## config.mk

```make
export PLATFORM = sky130hd
export DESIGN_NAME = seg7_scan_decoder
export DESIGN_NICKNAME = d
export VERILOG_FILES = /design/src/rtl/seg7_scan_decoder.sv
export SDC_FILE = /design/constraint.sdc
export NUM_CORES = 1
export LEC_CHECK = 0
export CAP_MARGIN = 20
export CORE_ASPECT_RATIO = 0.6
export CORE_MARGIN = 5
export CORE_UTILIZATION = 61
export CTS_CLUSTER_DIAMETER = 120
export DETAILED_ROUTE_END_ITERATION = 8
export GPL_TIMING_DRIVEN = 0
export MAX_ROUTING_LAYER = met4
export PLACE_DENSITY_LB_ADDON = 0.25
export REMOVE_ABC_BUFFERS = 1
export SYNTH_ARGS = -nofsm -noshare
export SYNTH_HDL_FRONTEND = slang
export SYNTH_SLANG_ARGS = --single-unit
```

## constraint.sdc

```tcl
create_clock -name clk -period 3.9 [get_ports clk]
set_clock_uncertainty 0.1 [all_clocks]
set_input_delay 0.78 -clock clk [delete_from_list [all_inputs] [get_ports clk]]
set_output_delay 0.78 -clock clk [all_outputs]
set_load 0.005 [all_outputs]
```

## src/rtl/seg7_scan_decoder.sv

```systemverilog
// ============================================================================
// Module   : seg7_scan_decoder
// Brief    : Scans a multiplexed 4-digit 7-segment bus and decodes each digit.
// Revision : 1.0
// ============================================================================
`default_nettype none

module seg7_scan_decoder #(
    parameter int SETTLE = 4,
    parameter int STABLE = 3,
    parameter int MAXTRY = 16
) (
    input  logic        clk,
    input  logic        rst,
    input  logic        en,
    input  logic        na,
    input  logic        nb,
    input  logic        nc,
    input  logic        nd,
    input  logic        ne,
    input  logic        nf,
    input  logic        ng,
    output logic [3:0]  ndig,
    output logic [15:0] value,
    output logic [3:0]  blank,
    output logic [3:0]  err,
    output logic        lt,
    output logic        frame_valid
);

    typedef enum logic [1:0] {
        S_IDLE   = 2'd0,
        S_SETTLE = 2'd1,
        S_SAMPLE = 2'd2,
        S_COMMIT = 2'd3
    } state_t;

    state_t      r_state;
    logic [1:0]  r_digit;
    logic [3:0]  r_cnt;
    logic [3:0]  r_match;
    logic [7:0]  r_tries;
    logic [6:0]  r_last;

    logic [3:0]  r_res_code;
    logic        r_res_blank;
    logic        r_res_err;
    logic        r_res_lt;

    logic [15:0] r_sh_value;
    logic [3:0]  r_sh_blank;
    logic [3:0]  r_sh_err;
    logic [3:0]  r_sh_lt;

    logic [6:0]  w_seg;
    logic [3:0]  w_code;
    logic        w_blank;
    logic        w_err;
    logic [3:0]  w_match_nxt;
    logic [7:0]  w_tries_nxt;
    logic [1:0]  w_digit_inc;

    assign w_seg       = {na, nb, nc, nd, ne, nf, ng};
    assign w_match_nxt = (r_match == 4'd0 || w_seg != r_last) ? 4'd1 : r_match + 4'd1;
    assign w_tries_nxt = r_tries + 8'd1;
    assign w_digit_inc = r_digit + 2'd1;

    always_comb begin
        w_code  = 4'h0;
        w_blank = 1'b0;
        w_err   = 1'b0;
        case (w_seg)
            7'b0000001: w_code = 4'h0;
            7'b1001111: w_code = 4'h1;
            7'b0010010: w_code = 4'h2;
            7'b0000110: w_code = 4'h3;
            7'b1001100: w_code = 4'h4;
            7'b0100100: w_code = 4'h5;
            7'b1100000: w_code = 4'h6;
            7'b0001111: w_code = 4'h7;
            7'b0000000: w_code = 4'h8;
            7'b0001100: w_code = 4'h9;
            7'b1110010: w_code = 4'hA;
            7'b1100110: w_code = 4'hB;
            7'b1011100: w_code = 4'hC;
            7'b0110100: w_code = 4'hD;
            7'b1110000: w_code = 4'hE;
            7'b1111111: w_blank = 1'b1;
            default:    w_err   = 1'b1;
        endcase
    end

    always_ff @(posedge clk) begin
        if (rst) begin
            r_state     <= S_IDLE;
            r_digit     <= 2'd0;
            r_cnt       <= 4'd0;
            r_match     <= 4'd0;
            r_tries     <= 8'd0;
            r_last      <= 7'd0;
            r_res_code  <= 4'd0;
            r_res_blank <= 1'b0;
            r_res_err   <= 1'b0;
            r_res_lt    <= 1'b0;
            r_sh_value  <= 16'd0;
            r_sh_blank  <= 4'd0;
            r_sh_err    <= 4'd0;
            r_sh_lt     <= 4'd0;
            ndig        <= 4'b1111;
            value       <= 16'd0;
            blank       <= 4'd0;
            err         <= 4'd0;
            lt          <= 1'b0;
            frame_valid <= 1'b0;
        end else begin
            frame_valid <= 1'b0;
            if (!en) begin
                // Abort: partial frame is dropped, published outputs are kept.
                r_state    <= S_IDLE;
                r_digit    <= 2'd0;
                r_cnt      <= 4'd0;
                r_match    <= 4'd0;
                r_tries    <= 8'd0;
                r_sh_value <= 16'd0;
                r_sh_blank <= 4'd0;
                r_sh_err   <= 4'd0;
                r_sh_lt    <= 4'd0;
                ndig       <= 4'b1111;
            end else begin
                case (r_state)
                    S_IDLE: begin
                        r_state <= S_SETTLE;
                        r_digit <= 2'd0;
                        r_cnt   <= 4'd0;
                        ndig    <= 4'b1110;
                    end
                    S_SETTLE: begin
                        if (r_cnt == 4'(SETTLE - 1)) begin
                            r_state <= S_SAMPLE;
                            r_match <= 4'd0;
                            r_tries <= 8'd0;
                        end else begin
                            r_cnt <= r_cnt + 4'd1;
                        end
                    end
                    S_SAMPLE: begin
                        r_last  <= w_seg;
                        r_match <= w_match_nxt;
                        r_tries <= w_tries_nxt;
                        // Stability wins over the try budget on the same sample.
                        if (w_match_nxt == 4'(STABLE)) begin
                            r_state     <= S_COMMIT;
                            r_res_code  <= w_code;
                            r_res_blank <= w_blank;
                            r_res_err   <= w_err;
                            r_res_lt    <= (w_seg == 7'b0000000);
                        end else if (w_tries_nxt == 8'(MAXTRY)) begin
                            r_state     <= S_COMMIT;
                            r_res_code  <= 4'd0;
                            r_res_blank <= 1'b0;
                            r_res_err   <= 1'b1;
                            r_res_lt    <= 1'b0;
                        end
                    end
                    S_COMMIT: begin
                        r_sh_value[{r_digit, 2'b00} +: 4] <= r_res_code;
                        r_sh_blank[r_digit] <= r_res_blank;
                        r_sh_err[r_digit]   <= r_res_err;
                        r_sh_lt[r_digit]    <= r_res_lt;
                        if (r_digit == 2'd3) begin
                            value       <= {r_res_code, r_sh_value[11:0]};
                            blank       <= {r_res_blank, r_sh_blank[2:0]};
                            err         <= {r_res_err, r_sh_err[2:0]};
                            lt          <= r_res_lt & (&r_sh_lt[2:0]);
                            frame_valid <= 1'b1;
                        end
                        r_digit <= w_digit_inc;
                        r_cnt   <= 4'd0;
                        r_state <= S_SETTLE;
                        ndig    <= ~(4'b0001 << w_digit_inc);
                    end
                    default: r_state <= S_IDLE;
                endcase
            end
        end
    end

endmodule

`default_nettype wire
```

# == Yosys cells after proc, flatten, opt, wreduce, memory -nomap -nowiden ==
# Cells that the tools add are included.
# word_totals
regBits,92
wordCells,110
# op_classes
add_sub_neg,5
magnitude_cmp,2
n_eq_ne,26
shift,3
muxes,30
bitwise,4
reduce_logical,20
# ops
op,n
$eq 7x7->1 const B,8
$pmux 4 s14,1
$pmux 4 s2,3
$mux 4,5
$bwmux 16,1
$pmux 8 s2,1
$reduce_or 16->1,1
$shift 4x6->16 const A,1
$shiftx 4x6->16,1
$eq 7x4->1 const B,2
$eq 7x6->1 const B,2
$bwmux 4,3
$mux 1,9
$reduce_and 3->1,3
$add 4x1->4 const B,2
$add 8x1->8 const B,1
$eq 4x2->1 const B,2
$eq 8x5->1 const B,1
$mux 8,1
$reduce_and 2->1,4
$reduce_bool 2->1,4
$eq 7x1->1 const B,1
$eq 7x3->1 const B,1
$eq 7x5->1 const B,1
other kinds (24),31

# == Longest topological paths before layout ==
# Gate-level depths: netlist (run 1).
# logic_depth
depth_word,6
mapped_depth,8
ltp_nobuf,7

# == Worst setup path after synthesis (run 1) ==
# Ideal clock, no wire load.
# synth_path
kind,input port to flip-flop
start,input port nb
end,register r_state[1]
setup_ns,0.072
t_arrival_ns,2.166
path_slack_ns,1.562
stages,7
cell_sequence,buf_2 xor2_1 nor4_2 nand3_1 and2_1 a21oi_1 mux2i_1
# synth_via
elab_chain_cells,6
elab_cells_between_ends,8
classes_between,eq/ne (3); mux (3); reduce/logical (2)
# synth_rtl
element,line_no,source
start: declaration,17,"input logic nb,"
$ne 7x7->1 *,64,assign w_match_nxt = (r_match == 4'd0 || w_seg != r_last) ? 4'd1 : r_match + 4'd1;
$logic_or 1x1->1 *,64,
$mux 4 *,64,
$eq 4x2->1 *,151,if (w_match_nxt == 4'(STABLE)) begin
$mux 2 or $ne 3x3->1 (tied branches),--,
$pmux 2 s3 or $reduce_and 2->1 (tied branches),--,
end signal: assignment,132,r_state <= S_SETTLE;
end signal: assignment,152,r_state <= S_COMMIT;
end signal: assignment,158,r_state <= S_COMMIT;
end: declaration,38,state_t r_state;
# Every way passes the cells marked *; elsewhere a longest branch is shown, timed or not.
# A chain may end at the register's enable or synchronous reset.

# == Worst setup path after layout (run 1) ==
# layout_path
start,input port na
end,register r_state[1]
# layout_via
elab_chain_cells,6
elab_cells_between_ends,8
classes_between,eq/ne (3); mux (3); reduce/logical (2)
# layout_rtl
element,line_no,source
start: declaration,16,"input logic na,"
$ne 7x7->1 *,64,
$logic_or 1x1->1 *,64,
$mux 4 *,64,
$eq 4x2->1 *,151,
$mux 2 or $ne 3x3->1 (tied branches),--,
$pmux 2 s3 or $reduce_and 2->1 (tied branches),--,
# Marked as above.

==> results.ini, run 1 <==
[status]
status=complete, no violations

[die]
die_area_sq_mm=0.00802
io_pins=40
chipHeight_um=71.4
core_sq_mm=0.00611
die_w_um=112
rows=22
initial_core_util_pct=62.7

[cts]
cts_sinks=85
clk_pin_slew_ns=0.08
cts_tree=yes
cts_hold_buf=0
clock_latency_ns=0.35
ctsLongestPathBuffers=2
postCtsSetupBuffers=0
cts-root-buf=clkbuf_8
htreeDepth=3
cts_buffers=9
cts_resized=0

[grt]
grt_overflow=0
grt_pass1_wl_um=14400
grt_max_degree=28
gr-usage-all-layers_pct=22.1
antenna_found_initial=0
grt_pass1_vias=3080

[yosys]
synth_seq_cells=85
yosys-top-cells-area=dfxtp_1 (44%), nand2_1 (9.7%), a21oi_1 (8.1%)
synth_most_common_cell=nand2_1
synth_cell_types=51
yosysSeqAreaShare_pct=44.4
netlist_instances=476
synth_area_sq_mm=0.00383
synth_area_leader_cell=dfxtp_1
yosys_warnings=0
synth_common_cells=nand2_1 (99), dfxtp_1 (85), a21oi_1 (62), nor2_1 (39), nand3_1 (25)
synth-edff-count=0
yosysTopAreaCellShare_pct=44.4
synthFlopType=dfxtp_1
syn_avg_cell_area_sq_um=8.05
synthArstFlopShare_pct=0

[timing]
period_needed_ns=2.97
finalHoldViolations=0
worst_pin_slew_ns=0.970
grt_setup_unrepaired=false
setup_viol=0
slew_viol_final=0
tns_ns=0
slew_headroom_pct=35.1
period_share_pct=76.0
hold_ws_ns=0.355
max_freq_mhz=337

[run]
maxCapViolCount=0

[cells_and_area]
nFillCells=524
num_antenna_cells=0
nets=526
area_growth_pct=16.7
drive_gt1_share_pct=5.13
multi_input_area_sq_mm=0.00197
final-seq-area_sq_mm=0.00170
layout.cells.non_filler=591

[routing]
route.vias.total=3426
post_drt_wl_per_cell_um=14.4
antenna_left=0
avgViaCountPerCell=5.80
drc=0
wirelength_um=8510
first_pass_iters=7
drt_iter0_drc=263

[place]
dp_hpwl_um=6050
gp_congestion=0.842
portBuffers=39
dp.cells=575

[critical_path]
worst_setup_path_end_kind=register
cp-start-kind=input port
r2r_slack_ns=1.19
criticalPathCategory=in2reg
cp_max_fo=14
worstPathArrival_ns=3.14
cp.required_ns=4.08

[power_and_ir_drop]
peakVddDrop_uv=195
power.leakage_nw=1.53
power.density_mw_per_mm2=370

[worst_hold_path]
hold_path.class=reg2reg

[logic make-up after synthesis]
family / share of synthesized area (%)
buffers and inverters: 4.21
muxes: 0.816
adders and majority gates: 4.57
AOI/OAI and AO/OA: 18.4
and+or+nand+nor: 25.3
xor gates and xnor gates: 2.29
DFF: 44.4
[placed cells by master, fill, tap and decap left out, types with 4 or more instances in the layout]
cell type and count:
nor2_1 39, dfxtp_1 85, xor2_1 9, a21oi_1 62
nand2_1 99, a31oi_1 4, clkbuf_8 9, inv_1 12
nand2b_1 6, nor3_1 8, clkdlybuf4s50_1 39, o21ai_0 14
a22oi_1 14, a22o_1 4, nand3_1 25, and2_1 4
nor4b_1 4, nand4_1 4, ha_1 14
[worst paths after layout]
| path | start | endpoint | depth (start not counted) |
|---|---|---|---|
| setup / recovery | na | r_state[1] | 7 |
| hold / removal | value[9] | value[9] | 2 |
| setup reg to reg | r_state[1] | r_sh_value[4] | 5 |
| hold reg to reg | value[9] | value[9] | 2 |
[registers in the layout, summed over array words and instances, names as in the netlist]
signal / flops
r_sh_blank: 3
r_tries: 8
r_res_blank: 1
r_res_err: 1
r_sh_err: 3
ndig: 4
blank: 4
r_digit: 2
err: 4
r_last: 7
r_sh_value: 12
r_state: 2
r_res_lt: 1
r_res_code: 4
r_cnt: 4
lt: 1
frame_valid: 1
r_match: 4
r_sh_lt: 3
value: 16
[through the flow]
step,worst slack (ns),total power [mW],instance area (sq um),utilization (%)
floorplan,1.65,0.939,3720,-
global placement,0.120,0.977,4210,68.9
detailed placement,0.580,0.984,4250,69.6
CTS,0.955,1.66,4470,73.2
global route,0.768,1.71,4470,73.2
finish,0.935,1.65,4470,73.2
[routing by layer]
layer	wire length, um	part of all wire [%]	global-route usage (%)
met1	4120	48	30.5
met2	3710	44	33.1
met3	594	7.0	4.73
met4	75	0.88	6.00
met5	0	0	-
[critical path: stages]
cell and delay [ns]:
clkdlybuf4s50_1 0.79, xor2_1 0.14, a2111oi_2 0.48, nand3_1 0.24, and2_1 0.26, a21oi_1 0.24, mux2i_1 0.20
[final cells by class]
class / instances / area share, %
Sequential cell: 85 / 38.0
Multi-Input combinational cell: 353 / 44.0
Clock buffer: 9 / 2.77
Clock inverter: 7 / 2.15
Timing Repair Buffer: 41 / 9.68
Tap cell: 84 / 2.35
Inverter: 12 / 1.01
[where the power goes]
| group | switching (mW) | internal (mW) |
|---|---|---|
| combinational | 0.0600 | 0.0330 |
| clock | 0.322 | 0.365 |
| sequential | 0.00330 | 0.870 |
Note: power is estimated with default switching activity, not from simulation.
==> inputs of run 2 (changes only) <==
--- a/config.mk
+++ b/config.mk
@@ -8,7 +8,7 @@
 export CAP_MARGIN = 20
 export CORE_ASPECT_RATIO = 0.6
 export CORE_MARGIN = 5
-export CORE_UTILIZATION = 61
+export CORE_UTILIZATION = 51
 export CTS_CLUSTER_DIAMETER = 120
 export DETAILED_ROUTE_END_ITERATION = 8
 export GPL_TIMING_DRIVEN = 0
==> constraint.sdc (replaced) <==
create_clock -name clk -period 2.7 [get_ports clk]
set_clock_uncertainty 0.1 [all_clocks]
set_input_delay 0.54 -clock clk [delete_from_list [all_inputs] [get_ports clk]]
set_output_delay 0.54 -clock clk [all_outputs]
set_load 0.005 [all_outputs]
==> results.ini, run 2 (same netlist as run 1, synthesis figures left out) <==
[status]
status=complete, no violations

[grt]
busiest_layer=met2
grt_overflow=0  ; unchanged
grt_pass1_wl_um=15400  ; +6.5%
grt_max_degree=28  ; unchanged
antenna_found_initial=0  ; unchanged
grt_pass1_vias=3160  ; +2.6%
globalRouteMet2Util_pct=29.7  ; -3.4 points
gr-usage-all-layers_pct=21.0  ; -1.1 points
grtUsageMet1_pct=29.3  ; -1.3 points
use_met3_pct=7.21  ; +2.5 points

[cts]
ctsLongestPathBuffers=2  ; unchanged
clk_pin_slew_ns=0.06  ; -0.02 ns
clock_latency_ns=0.34  ; about the same
htreeDepth=3  ; unchanged
cts_hold_buf=0  ; unchanged
cts_tree=yes
cts_buffers=9  ; unchanged
cts_sinks=85  ; unchanged
cts-root-buf=clkbuf_16

[place]
dp.cells=595  ; +3.5%
portBuffers=39  ; unchanged
gp_congestion=0.845  ; +0.32%
dp_hpwl_um=6380  ; +5.4%

[cells_and_area]
layout.cells.non_filler=611  ; +3.4%
area_growth_pct=23.0
num_antenna_cells=0  ; unchanged
final-seq-area_sq_mm=0.00170  ; unchanged
drive_gt1_share_pct=5.92  ; +0.79 points
layout_common_cells=nand2_1 (99), dfxtp_1 (85), a21oi_1 (62)
multi_input_area_sq_mm=0.00201  ; +1.8%
nFillCells=639  ; +22%
final_common_cell=nand2_1
largest_reg_flops=16  ; unchanged
nets=526  ; unchanged
top_regs=value: 16 flops, r_sh_value: 12 flops, r_tries: 8 flops
top_register=value
fin_util_pct=64.6  ; -8.6 points

[power_and_ir_drop]
power.leakage_nw=1.65  ; +7.8%
peakVddDrop_uv=398  ; +100%
power.density_mw_per_mm2=638  ; +73%

[critical_path]
worstPathCellList=dlygate4sd2_1 -> xor2_1 -> nor4_2 -> nand3_1 -> a21oi_1 -> nor2_1 -> a22o_1
critPathMaxStageDelay_ns=0.57  ; -0.22 ns
cp-start-kind=input port
worstPathArrival_ns=2.61  ; -0.53 ns
cp_max_fo=16  ; +2
worst_setup_path_end_kind=register
cp.required_ns=2.83  ; -1.25 ns
path_delay_family=simple AND/OR/NAND/NOR gates
path_buf_inv=1  ; unchanged
slowest_stage=dlygate4sd2_1
r2r_slack_ns=0.30  ; -0.89 ns
criticalPathCategory=in2reg

[die]
rows=24  ; +9.1%
initial_core_util_pct=52.5  ; -10 points
io_pins=40  ; unchanged
die_w_um=122  ; +8.5%
core_sq_mm=0.00730  ; +19%
die_area_sq_mm=0.00940  ; +17%
chipHeight_um=77.1  ; +8.1%

[routing]
route.vias.total=3379  ; -1.4%
antenna_left=0  ; unchanged
first_pass_iters=6  ; -1
avgViaCountPerCell=5.53  ; -4.6%
post_drt_wl_per_cell_um=14.7  ; +2.4%
drc=0  ; unchanged
wirelength_um=9000  ; +5.8%
drt_iter0_drc=350  ; +33%

[timing]
period_share_pct=91.7
max_freq_mhz=404
finalHoldViolations=0  ; unchanged
worst_pin_slew_ns=0.837  ; -0.133 ns
slew_headroom_pct=44.2  ; +9.1 points
period_needed_ns=2.48
setup_viol=0  ; unchanged
grt_setup_unrepaired=false
slew_viol_final=0  ; unchanged

[run]
maxCapViolCount=0  ; unchanged

[worst_hold_path]
hold_path.class=reg2reg

run 2: changes by cell type in the layout (fill, tap and decap cells not counted), moves of 4 or more:
cell	previous run	this run
clkbuf_16	0	9
clkbuf_8	9	0
clkdlybuf4s50_1	39	33
dlymetal6s2s_1	0	4
run 2: timing repair:
item / CTS / global route
buffers inserted: 0 / 0
gates resized for setup: 2 / 9
setup endpoints to repair: 4 / 37
run 2: metrics by stage:
step / power [mW] / area (sq um) / setup slack (ns) / hold WS (ns) / setup TNS, ns
finish: 3.01 / 4720 / 0.224 / 0.352 / 0
global route: 3.12 / 4720 / 0.00112 / 0.379 / 0
CTS: 3.03 / 4670 / 0.0353 / 0.355 / 0
detailed placement: 1.42 / 4280 / -0.435 / 0.346 / -3.24
global placement: 1.41 / 4240 / -0.889 / 0.341 / -30.55
floorplan: 1.36 / 3720 / 0.671 / 0.325 / 0
run 2: worst paths after layout:
check,from,cells past startpoint,end
hold reg to reg,err[2],2,err[2]
hold / removal,err[2],2,err[2]
setup reg to reg,r_state[1],5,r_sh_value[6]
setup / recovery,ne,7,r_res_blank
run 2: worst register-to-register path, cell delays in order (launching register included):
cell and delay, ns:
dfxtp_1 0.39, ha_1 0.60, nand2_1 0.39, nor4b_2 0.60, a22oi_1 0.13, nor2_1 0.13
run 2: final cells by class:
| type | count | area share, % |
|---|---|---|
| Clock buffer | 9 | 4.78 |
| Clock inverter | 7 | 3.56 |
| Inverter | 12 | 0.955 |
| Multi-Input combinational cell | 353 | 42.5 |
| Sequential cell | 85 | 36.1 |
| Tap cell | 104 | 2.76 |
| Timing Repair Buffer | 41 | 9.34 |
run 2: per-layer routing:
metal	wire length (um)	part of all wire, %
met1	4350	48
met2	3870	43
met3	716	8.0
met4	63	0.70
met5	0	0
run 2: power by group:
part,internal [mW],switching [mW],total [mW]
clock network,1.10,0.515,1.61
logic,0.0465,0.0873,0.134
registers,1.26,0.00482,1.26
==> inputs of run 3 (changes only) <==
--- a/config.mk
+++ b/config.mk
@@ -5,7 +5,6 @@
 export SDC_FILE = /design/constraint.sdc
 export NUM_CORES = 1
 export LEC_CHECK = 0
-export CAP_MARGIN = 20
 export CORE_ASPECT_RATIO = 0.6
 export CORE_MARGIN = 5
 export CORE_UTILIZATION = 51
==> results.ini, run 3 (same netlist as run 1, synthesis figures left out) <==
[status]
status=complete, no violations

[routing]
antenna_left=0  ; unchanged
drc=0  ; unchanged
route.vias.total=3367  ; -0.36%
wirelength_um=8950  ; -0.62%
post_drt_wl_per_cell_um=14.7  ; -0.30%
drt_iter0_drc=276  ; -21%
avgViaCountPerCell=5.53  ; about the same
first_pass_iters=5  ; -1

[cts]
cts_sinks=85  ; unchanged
ctsLongestPathBuffers=2  ; unchanged
htreeDepth=3  ; unchanged
postCtsSetupBuffers=0  ; unchanged
cts-root-buf=clkbuf_16
clock_latency_ns=0.34  ; about the same
clk_pin_slew_ns=0.06  ; about the same
cts_buffers=9  ; unchanged
cts_hold_buf=0  ; unchanged
cts_tree=yes

[die]
initial_core_util_pct=52.5  ; unchanged
io_pins=40  ; unchanged
core_sq_mm=0.00730  ; unchanged
die_w_um=122  ; unchanged
die_area_sq_mm=0.00940  ; unchanged
rows=24  ; unchanged
chipHeight_um=77.1  ; unchanged

[timing]
period_needed_ns=2.50  ; +0.0242 ns
period_share_pct=92.6  ; +0.90 points
worst_pin_slew_ns=0.829  ; -0.00769 ns
setup_ws_ns=0.200  ; -0.0242 ns
max_freq_mhz=400  ; -0.97%
setup_viol=0  ; unchanged
slew_headroom_pct=44.7  ; +0.51 points
slew_viol_final=0  ; unchanged
grt_setup_unrepaired=false
finalHoldViolations=0  ; unchanged

[cells_and_area]
nFillCells=673  ; +5.3%
largest_reg_flops=16  ; unchanged
drive_gt1_share_pct=6.14  ; +0.22 points
top_regs=value: 16 flops, r_sh_value: 12 flops, r_tries: 8 flops
stdcell_area_sq_mm=0.00460  ; -2.4%
layout.cells.non_filler=609  ; -0.33%
num_antenna_cells=0  ; unchanged
final_common_cell=nand2_1
nets=524  ; -0.38%
layout_common_cells=nand2_1 (98), dfxtp_1 (85), a21oi_1 (62)
area_growth_pct=20.1
top_register=value
fin_util_pct=63.1  ; -1.5 points

[place]
gp_congestion=0.845  ; unchanged
dp.cells=593  ; -0.34%
pre_cts_slack_ns=-0.932  ; -0.498 ns
portBuffers=39  ; unchanged
dp_hpwl_um=6210  ; -2.8%
placed_area_sq_mm=0.00424  ; -0.99%

[critical_path]
worst_setup_path_end_kind=register
r2r_cells=7  ; +2
r2r-start=r_match[0]
cp.required_ns=2.83  ; about the same
endpoint=r_res_blank
cp_max_fo=16  ; unchanged
crit_start=ne
r2r-end=r_res_blank
cp-start-kind=input port
worstPathArrival_ns=2.63  ; +0.02 ns
criticalPathCategory=in2reg
r2r_slack_ns=0.32  ; +0.02 ns

[power_and_ir_drop]
p_total_mw=2.74  ; -8.8%
peakVddDrop_uv=536  ; +35%
power.leakage_nw=1.60  ; -2.8%
power.density_mw_per_mm2=596  ; -6.6%

[grt]
antenna_found_initial=0  ; unchanged
grt_overflow=0  ; unchanged
grt_pass1_wl_um=15200  ; -1.4%
gr-usage-all-layers_pct=20.7  ; -0.34 points
grt_pass1_vias=3165  ; +0.16%
grt_max_degree=38  ; +36%

[run]
maxCapViolCount=0  ; unchanged

[worst_hold_path]
hold_path.class=reg2reg

run 3: cell types whose count changed in the layout (fill, tap and decap cells not counted), sizes merged:
cell,delta
bufinv,-3
buf,-2
inv,-2
clkbuf,+3
clkdlybuf4s50,-1
dlygate4sd2,-1
clkdlybuf4s15,+1
clkinv,+3
run 3: layout make-up:
| type | count | area [sq um] | area share (%) |
|---|---|---|---|
| inverter | 12 | 45.0 | 0.979 |
| clock inverter | 5 | 82.6 | 1.79 |
| sequential | 85 | 1700 | 37.0 |
| clock buffer | 11 | 253 | 5.49 |
| multi-input combinational | 353 | 2000 | 43.4 |
| timing repair buffer | 39 | 395 | 8.59 |
| tap | 104 | 130 | 2.83 |
run 3: report_power, final:
group / leakage (nW) / switching, mW / internal [mW] / total, mW
clock network: 0.166 / 0.494 / 0.862 / 1.36
logic: 0.752 / 0.0852 / 0.0400 / 0.125
registers: 0.685 / 0.00462 / 1.26 / 1.26
run 3: worst min-delay path by stage:
stage              startpoint    endpoint  slack (ns)  cells past startpoint
2_1_floorplan   r_sh_value[0]    value[0]        0.33                      2
3_3_place_gp       r_sh_lt[1]  r_sh_lt[1]        0.34                      2
3_5_place_dp         blank[0]    blank[0]        0.35                      2
4_1_cts              blank[0]    blank[0]        0.35                      2
5_1_grt        r_sh_value[11]   value[11]        0.37                      2
6_report               err[2]      err[2]        0.35                      2
run 3: per-layer routing:
metal / vias up / global-route usage, % / share of wire (%)
li1: 1701 / - / -
met1: 1570 / 28.3 / 51
met2: 88 / 29.5 / 42
met3: 8 / 6.84 / 6.0
met4: 0 / 5.15 / 1.1
met5: - / - / 0
run 3: through the flow:
stage,TNS [ns],hold slack [ns]
floorplan,0,0.325
global placement,-30.55,0.341
detailed placement,-32.83,0.346
CTS,0,0.355
global route,0,0.366
finish,0,0.352
run 3: what timing repair did:
| action | in CTS | in global routing |
|---|---|---|
| endpoints found under the setup margin | 47 | 45 |
| endpoints found under the hold margin | 0 | 0 |
| gates resized for setup | 5 | 11 |
run 3: worst max-delay path: stages:
cell and delay, ns:
dlygate4sd2_1 0.56, xor2_1 0.17, nor4_2 0.37, nand3_1 0.24
a21oi_1 0.28, nor2_1 0.16, a22o_1 0.30
